`config.mk`:
```
export PLATFORM = sky130hd
export DESIGN_NAME = pwm_dac_streamer
export DESIGN_NICKNAME = d
export VERILOG_FILES = /design/src/rtl/pwm_dac_streamer.sv
export SDC_FILE = /design/constraint.sdc
export NUM_CORES = 1
export LEC_CHECK = 0
export CORE_UTILIZATION = 55
export DETAILED_ROUTE_END_ITERATION = 8
export PLACE_DENSITY = 0.74
export SYNTH_ARGS = -nofsm -noshare
export SYNTH_HDL_FRONTEND = slang
export SYNTH_SLANG_ARGS = --single-unit
```
`constraint.sdc`:
```
create_clock -name clk -period 2.5 [get_ports clk]
set_input_delay 0.375 -clock clk [delete_from_list [all_inputs] [get_ports clk]]
set_output_delay 0.375 -clock clk [all_outputs]
set_load 0.05 [all_outputs]
```
`src/rtl/pwm_dac_streamer.sv`:
```
// PWM DAC playback streamer: buffers unsigned samples in a small FIFO and plays
// each one out as a PWM duty cycle held for PERIODS_PER_SAMPLE PWM periods.
module pwm_dac_streamer #(
    parameter int unsigned WIDTH              = 8,
    parameter int unsigned FIFO_DEPTH         = 8,
    parameter int unsigned PERIODS_PER_SAMPLE = 4
) (
    input  logic                          clk,
    input  logic                          reset,
    input  logic                          en,
    input  logic [WIDTH-1:0]              s_data,
    input  logic                          s_valid,
    output logic                          s_ready,
    output logic                          pwm_out,
    output logic                          sample_strobe,
    output logic [$clog2(FIFO_DEPTH):0]   fifo_level,
    output logic                          underflow,
    input  logic                          clear_underflow,
    output logic                          busy
);

    localparam int unsigned AW = $clog2(FIFO_DEPTH);
    localparam int unsigned LW = AW + 1;
    localparam int unsigned PW = (PERIODS_PER_SAMPLE > 1) ? $clog2(PERIODS_PER_SAMPLE) : 1;

    typedef enum logic [1:0] {StIdle, StPrime, StRun} state_e;

    state_e           state_q;
    logic [WIDTH-1:0] mem_q [FIFO_DEPTH];
    logic [AW-1:0]    wr_ptr_q, rd_ptr_q;
    logic [LW-1:0]    level_q;
    logic [WIDTH-1:0] duty_q;
    logic [WIDTH-1:0] pwm_cnt_q;
    logic [PW-1:0]    period_cnt_q;
    logic             pwm_q;
    logic             strobe_q;
    logic             underflow_q;

    logic fifo_empty;
    logic push;
    logic pop;
    logic boundary;
    logic set_underflow;

    // Full/empty come straight from the registered level, so a pop never frees a
    // slot for a push in the same cycle.
    assign s_ready       = (level_q != LW'(FIFO_DEPTH));
    assign fifo_empty    = (level_q == '0);
    assign push          = s_valid && s_ready;
    assign boundary      = (pwm_cnt_q == '1) && (period_cnt_q == PW'(PERIODS_PER_SAMPLE - 1));
    assign pop           = en && !fifo_empty &&
                           ((state_q == StPrime) || ((state_q == StRun) && boundary));
    assign set_underflow = en && (state_q == StRun) && boundary && fifo_empty;

    assign pwm_out       = pwm_q;
    assign sample_strobe = strobe_q;
    assign fifo_level    = level_q;
    assign underflow     = underflow_q;
    assign busy          = (state_q == StRun);

    // Sample storage; contents need no reset since level/pointers gate reads.
    always_ff @(posedge clk) begin
        if (push) begin
            mem_q[wr_ptr_q] <= s_data;
        end
    end

    // FIFO pointers and occupancy; pointers wrap naturally (depth is a power of 2).
    always_ff @(posedge clk) begin
        if (reset) begin
            wr_ptr_q <= '0;
            rd_ptr_q <= '0;
            level_q  <= '0;
        end else begin
            if (push) wr_ptr_q <= wr_ptr_q + AW'(1);
            if (pop)  rd_ptr_q <= rd_ptr_q + AW'(1);
            level_q <= level_q + LW'(push) - LW'(pop);
        end
    end

    // Playback FSM with PWM/period counters, duty register and registered outputs.
    always_ff @(posedge clk) begin
        if (reset) begin
            state_q      <= StIdle;
            duty_q       <= '0;
            pwm_cnt_q    <= '0;
            period_cnt_q <= '0;
            pwm_q        <= 1'b0;
            strobe_q     <= 1'b0;
        end else begin
            strobe_q <= 1'b0;
            // Compare uses pre-edge state/counter, so the output lags the counter by one.
            pwm_q    <= (state_q == StRun) && (pwm_cnt_q < duty_q);
            if (!en) begin
                state_q      <= StIdle;
                duty_q       <= '0;
                pwm_cnt_q    <= '0;
                period_cnt_q <= '0;
            end else begin
                unique case (state_q)
                    StIdle: begin
                        state_q      <= StPrime;
                        duty_q       <= '0;
                        pwm_cnt_q    <= '0;
                        period_cnt_q <= '0;
                    end
                    StPrime: begin
                        pwm_cnt_q    <= '0;
                        period_cnt_q <= '0;
                        if (!fifo_empty) begin
                            duty_q   <= mem_q[rd_ptr_q];
                            strobe_q <= 1'b1;
                            state_q  <= StRun;
                        end
                    end
                    StRun: begin
                        pwm_cnt_q <= pwm_cnt_q + WIDTH'(1);
                        if (pwm_cnt_q == '1) begin
                            if (period_cnt_q == PW'(PERIODS_PER_SAMPLE - 1)) begin
                                period_cnt_q <= '0;
                            end else begin
                                period_cnt_q <= period_cnt_q + PW'(1);
                            end
                        end
                        // Empty boundary keeps the current duty; underflow is flagged separately.
                        if (boundary && !fifo_empty) begin
                            duty_q   <= mem_q[rd_ptr_q];
                            strobe_q <= 1'b1;
                        end
                    end
                    default: state_q <= StIdle;
                endcase
            end
        end
    end

    // Sticky underflow; a set in the same cycle as a clear takes priority.
    always_ff @(posedge clk) begin
        if (reset) begin
            underflow_q <= 1'b0;
        end else if (set_underflow) begin
            underflow_q <= 1'b1;
        end else if (clear_underflow) begin
            underflow_q <= 1'b0;
        end
    end

endmodule

```
Word level (Yosys, flattened, before mapping). Memory sizes are Yosys's and may differ from the RTL's. A register that Yosys moved wholly into a read port is not among the register bits. Index checks and enable logic that the tools add are counted.

Add/sub/neg operators: 6. Magnitude comparators: 1. Equal/unequal tests: 8. Multiplexer cells: 18. Bitwise logic cells: 2. Reduce and logical (&&, ||, !) cells: 22.

Operators by type and width (count): 8-bit one-hot mux with 3 select lines (1); 8-bit two-way mux (2); 8-bit one-hot mux with 2 select lines (1); 1-bit logical AND (10); 8-bit by 1-bit adder with 8-bit output (second input constant) (1); 8-bit equality test (second input constant) (1); 8-bit less-than comparator (1); 3-bit by 1-bit adder with 3-bit output (second input constant) (2); 1-bit two-way mux (6); 2-bit two-way mux (3); 3-bit two-way mux (2); 2-bit one-hot mux with 3 select lines (1); 4-bit by 1-bit adder with 4-bit output (1); 2-bit equality test (second input constant) (2); 4-bit logical NOT (1); 2-bit by 1-bit inequality test with 1-bit output (second input constant) (2); 4-bit inequality test (second input constant) (1); 2-bit one-hot mux with 2 select lines (1); 2-bit AND reduction (2); 2-bit nonzero test (2); 2-bit OR reduction (2); 4-bit by 1-bit subtractor with 4-bit output (1); 3-bit AND reduction (1); 3-bit nonzero test (1); 8 further kinds (9).

Register bits: 33. RAM bits: 64. Bits of input ports: 13. Output and inout bits: 9. Word-level logic and storage cells: 68. Memories: 1.

Memory list: mem_q (depth 8, width 8, read ports 1, clocked after Yosys merged registers in 1, write ports 1, line 29) `logic [WIDTH-1:0] mem_q [FIFO_DEPTH];`.

Longest topological paths before layout.
Depth in word-level cells: 7. Depth in mapped cells: 12. Mapped depth without buffers: 12.

Worst setup path before layout. Ideal clock, no wire load.

Path type: register to register. Start: register level_q[2], in the netlist fifo_level[2]. End: memory mem_q[0][0] (enable). Setup time: 395 ps. Arrival time: 2396 ps. Data required time: 2105 ps. Setup slack: -291 ps. Cell stages (with the launch flop): 6. Path buffers: 0. Period minus slack after synthesis: 2791 ps. Path through: dfxtp_1 inv_1 ha_1 nand2_1 nand2_1 nor4_1.

Longest elaborated chain between the ends: 4.

Ends and longest elaborated chain: start, declared (line 31) `logic [LW-1:0] level_q;`; start signal, assigned (line 77) `level_q <= level_q + LW'(push) - LW'(pop);`; 4-bit inequality test (line 47) `assign s_ready = (level_q != LW'(FIFO_DEPTH));`; named net s_ready (line 13) `output logic s_ready,`; 1-bit logical AND (line 49) `assign push = s_valid && s_ready;`; 1-bit two-way mux (line 63) `if (push) begin`; 1-bit two-way mux (implied by the code) (line 64) `mem_q[wr_ptr_q] <= s_data;`; end, declared (line 29).

The timed path passes the listed nets, and every way through them passes these cells.

Worst setup path in the final report.
Start: register state_q[0]. End: output busy.

Longest elaborated chain between the ends: 1.

Ends and longest elaborated chain: start, declared (line 28) `state_e state_q;`; start signal, assigned (line 84) `state_q <= StIdle;`; start signal, assigned (line 95) `state_q <= StIdle;`; start signal, assigned (line 102) `state_q <= StPrime;`; 2-bit equality test (line 59) `assign busy = (state_q == StRun);`; end, declared (line 19) `output logic busy`.

Every way passes these cells.

==> out/qor.csv <==
stage;metric;value;unit
yosys;async_flop_share;0;
floorplanning;ios;22;
drt;vias_per_cell;5.50;
placed_design;io_buffer_count;21;
clock_network;cts_made_buffers;9;
critical_path;cp_top_family;buffers and inverters;
yosys;syn_avg_cell_area;14.5;µm²
sta;slew_headroom;0.639;
floorplanning;start_util;0.578;
power;power;3.54;mW
clock_network;cts_tree;done;
critical_path;worstPathCellList;inv_1, ha_2, buf_4, clkdlybuf4s50_1;
critical_path;cp_max_fo;7;
yosys;yosys.area_share.simple;0.101;
global_route;grt_max_degree;20;
run;maxCapViolations;0;
worst_hold_path;hp-class;flip-flop to flip-flop;
finish;finalInstanceArea;4860;µm²
drt;drc_errors;0;
finish;antennaDiodeCount;0;
power;power_density;730;nW/µm²
drt;ant_nets;0;
yosys;synthFlopType;edfxtp_1;
drt;via_count;2392;
yosys;synth_compound_area_frac;0.0581;
critical_path;path_class;flip-flop to primary output;
floorplanning;die_h;90.0;µm
yosys;synthDominantCellAreaShare;0.451;
critical_path;required;2.12;ns
sta;drv_slew;0;
sta;hold_ws;0.478;ns
yosys;synthXorXnorAreaFrac;0.0226;
drt;drt_iter0_drc;103;
clock_network;cts_hold_buf;0;
sta;rsz0062_at_grt;false;
critical_path;crit_slowest_cell;clkdlybuf4s50_1;
critical_path;critPathLaunchType;flip-flop;
clock_network;clock-sinks;100;
yosys;synth_area_leaders;edfxtp_1 (45%), dfxtp_1 (17%), mux4_2 (8.5%);
floorplanning;die-area;8100;µm²
yosys;yosys_warnings;0;
clock_network;clkTransAtPathRegs;0.10;ns
power;ir_drop;0.000457;V
drt;dr.pass1.iters;4;
clock_network;clockRootBuffer;clkbuf_8;
floorplanning;core-area;7370;µm²
yosys;syn_area;4260;µm²
clock_network;cts_buffer_depth;2;
yosys;synth_seq_cells;100;
global_route;grt_pass1_wl;11900;µm
yosys;synth_fp_nets;329;
finish;area_growth;14.0;%
placed_design;routabilityCongestion;0.736;
global_route;grt.overflow.total;0;
critical_path;cp.arrival;1.97;ns
yosys;synth_edf_count;64;
sta;skew;0.00950;ns
yosys;synth.top_cells.by_count;edfxtp_1 (64), dfxtp_1 (36), nor2_1 (32);
clock_network;htreeDepth;3;
yosys;synth_fa_ha_area_frac;0.0693;
clock_network;insertion_delay;0.36;ns
finish;nets;367;
critical_path;max_stage_delay;0.80;ns
global_route;antenna_found_initial;0;
critical_path;worstSetupEndpointType;primary output;
placed_design;place_area;4670;µm²
sta;max_freq;0.426;GHz
sta;fin_crit;2.35;ns
finish;utilization;0.659;
yosys;synth.distinct_cells;48;
placed_design;hpwl;4790;µm
yosys;syn_inst;293;
yosys;synth_mux_area_frac;0.106;
status;status;finished, final reports clean;
yosys;synth.most_common_cell;edfxtp_1;
yosys;synth_top_family_by_area;multiplexers;
global_route;grt_pass1_vias;2408;
drt;post_drt_wl_per_cell;16.2;µm
finish;fillCellCount;532;
floorplanning;rows;31;
clock_network;post_cts_resize_count;0;
sta;period_share;0.938;
clock_network;postCtsSetupRepairBufs;0;
sta;tns;0;ns
yosys;yosys.area.top_type;edfxtp_1;
floorplanning;die_w;90.0;µm
power;p_leak;1.69;nW
global_route;grtUsageTotal;0.194;
sta;worst_pin_slew;0.541;ns
sta;setup_violations;0;
finish;drive_above_1_share;0.185;
drt;totalWireLength;7030;µm
critical_path;crit_buf_inv;3;
yosys;yosysSeqAreaShare;0.620;
sta;report.final.hold_viol_count;0;
cell families after synthesis:
kind of cell / count (synthesis)
compound gates: 35
xor+xnor: 11
fa+ha+maj: 23
buf+inv: 23
flops: 100
mux: 25
simple gates: 76
worst register-to-register path, stage by stage, from the launching register on:
cell and delay (ns):
dfxtp_1 0.39, ha_1 0.19, nand3_2 0.13, nor3_4 0.26, o21ai_2 0.12, or2_1 0.26, nand2_1 0.08, ha_1 0.17
inv_1 0.06, fa_1 0.37, xor2_1 0.14, nor2_1 0.05
cell type report:
| cell class | instances | area [µm²] | area share |
|---|---|---|---|
| Clock buffer | 9 | 124 | 0.0255 |
| Clock inverter | 7 | 65.1 | 0.0134 |
| Inverter | 15 | 56.3 | 0.0116 |
| Multi-Input combinational cell | 170 | 1530 | 0.315 |
| Sequential cell | 100 | 2650 | 0.545 |
| Tap cell | 99 | 124 | 0.0255 |
| Timing Repair Buffer | 35 | 315 | 0.0649 |
per-stage QoR:
step                      cells  worst slack [ns]
after floorplan             293           -0.0443
after global placement      419            0.0912
after detailed placement    419            0.0593
after CTS                   435             0.136
after global routing        435           0.00783
final                       435             0.154
flip-flops by register name (all words and copies together), names as in the netlist, named ones only:
signal         flops
sample_strobe      1
period_cnt_q       2
rd_ptr_q           3
duty_q             8
underflow          1
wr_ptr_q           3
pwm_cnt_q          8
fifo_level         4
mem_q             64
pwm_out            1
state_q            2
routing by layer:
layer	track usage	share of wire	vias to the layer above
li1	-	-	1157
met1	0.258	0.46	1198
met5	0	0	-
met3	0.0305	0.035	9
met2	0.315	0.49	28
met4	0.0887	0.017	0
cell usage in the layout (no fill, tap or decap), types with 2 or more instances in the layout:
master,Yosys,layout
nor3_1,5,5
clkdlybuf4s50_1,0,21
nand2b_1,4,4
edfxtp_1,64,64
inv_6,0,2
buf_4,1,14
mux4_2,16,16
inv_8,0,3
o2bb2ai_1,8,8
a22oi_1,2,2
a21oi_1,9,9
o21ai_0,3,3
nor2_1,32,32
xor2_1,8,8
or2_1,2,2
dfxtp_1,36,34
mux2i_1,9,9
a21o_1,4,4
nand2_1,14,14
nor2b_1,3,3
or3_1,2,2
dfxtp_2,0,2
clkbuf_8,0,9
ha_1,22,21
xnor2_1,3,3
nand3_1,2,2
inv_1,15,15
path summary, 6_finish.rpt:
path / startpoint / slack [ns] / end / cells past startpoint
worst max-delay path: state_q[0] / 0.15 / busy / 4
worst min-delay path: duty_q[3] / 0.48 / duty_q[3] / 1
worst max register to register: pwm_cnt_q[1] / 0.19 / fifo_level[2] / 11
worst min register to register: duty_q[3] / 0.48 / duty_q[3] / 1
where the power goes:
part | switching, mW | internal, mW | total (mW)
clock | 0.587 | 0.390 | 0.977
sequential | 0.0611 | 1.86 | 1.92
combinational | 0.363 | 0.283 | 0.646
total | 1.01 | 2.53 | 3.54
No activity file was read; power rests on OpenSTA's default activity.
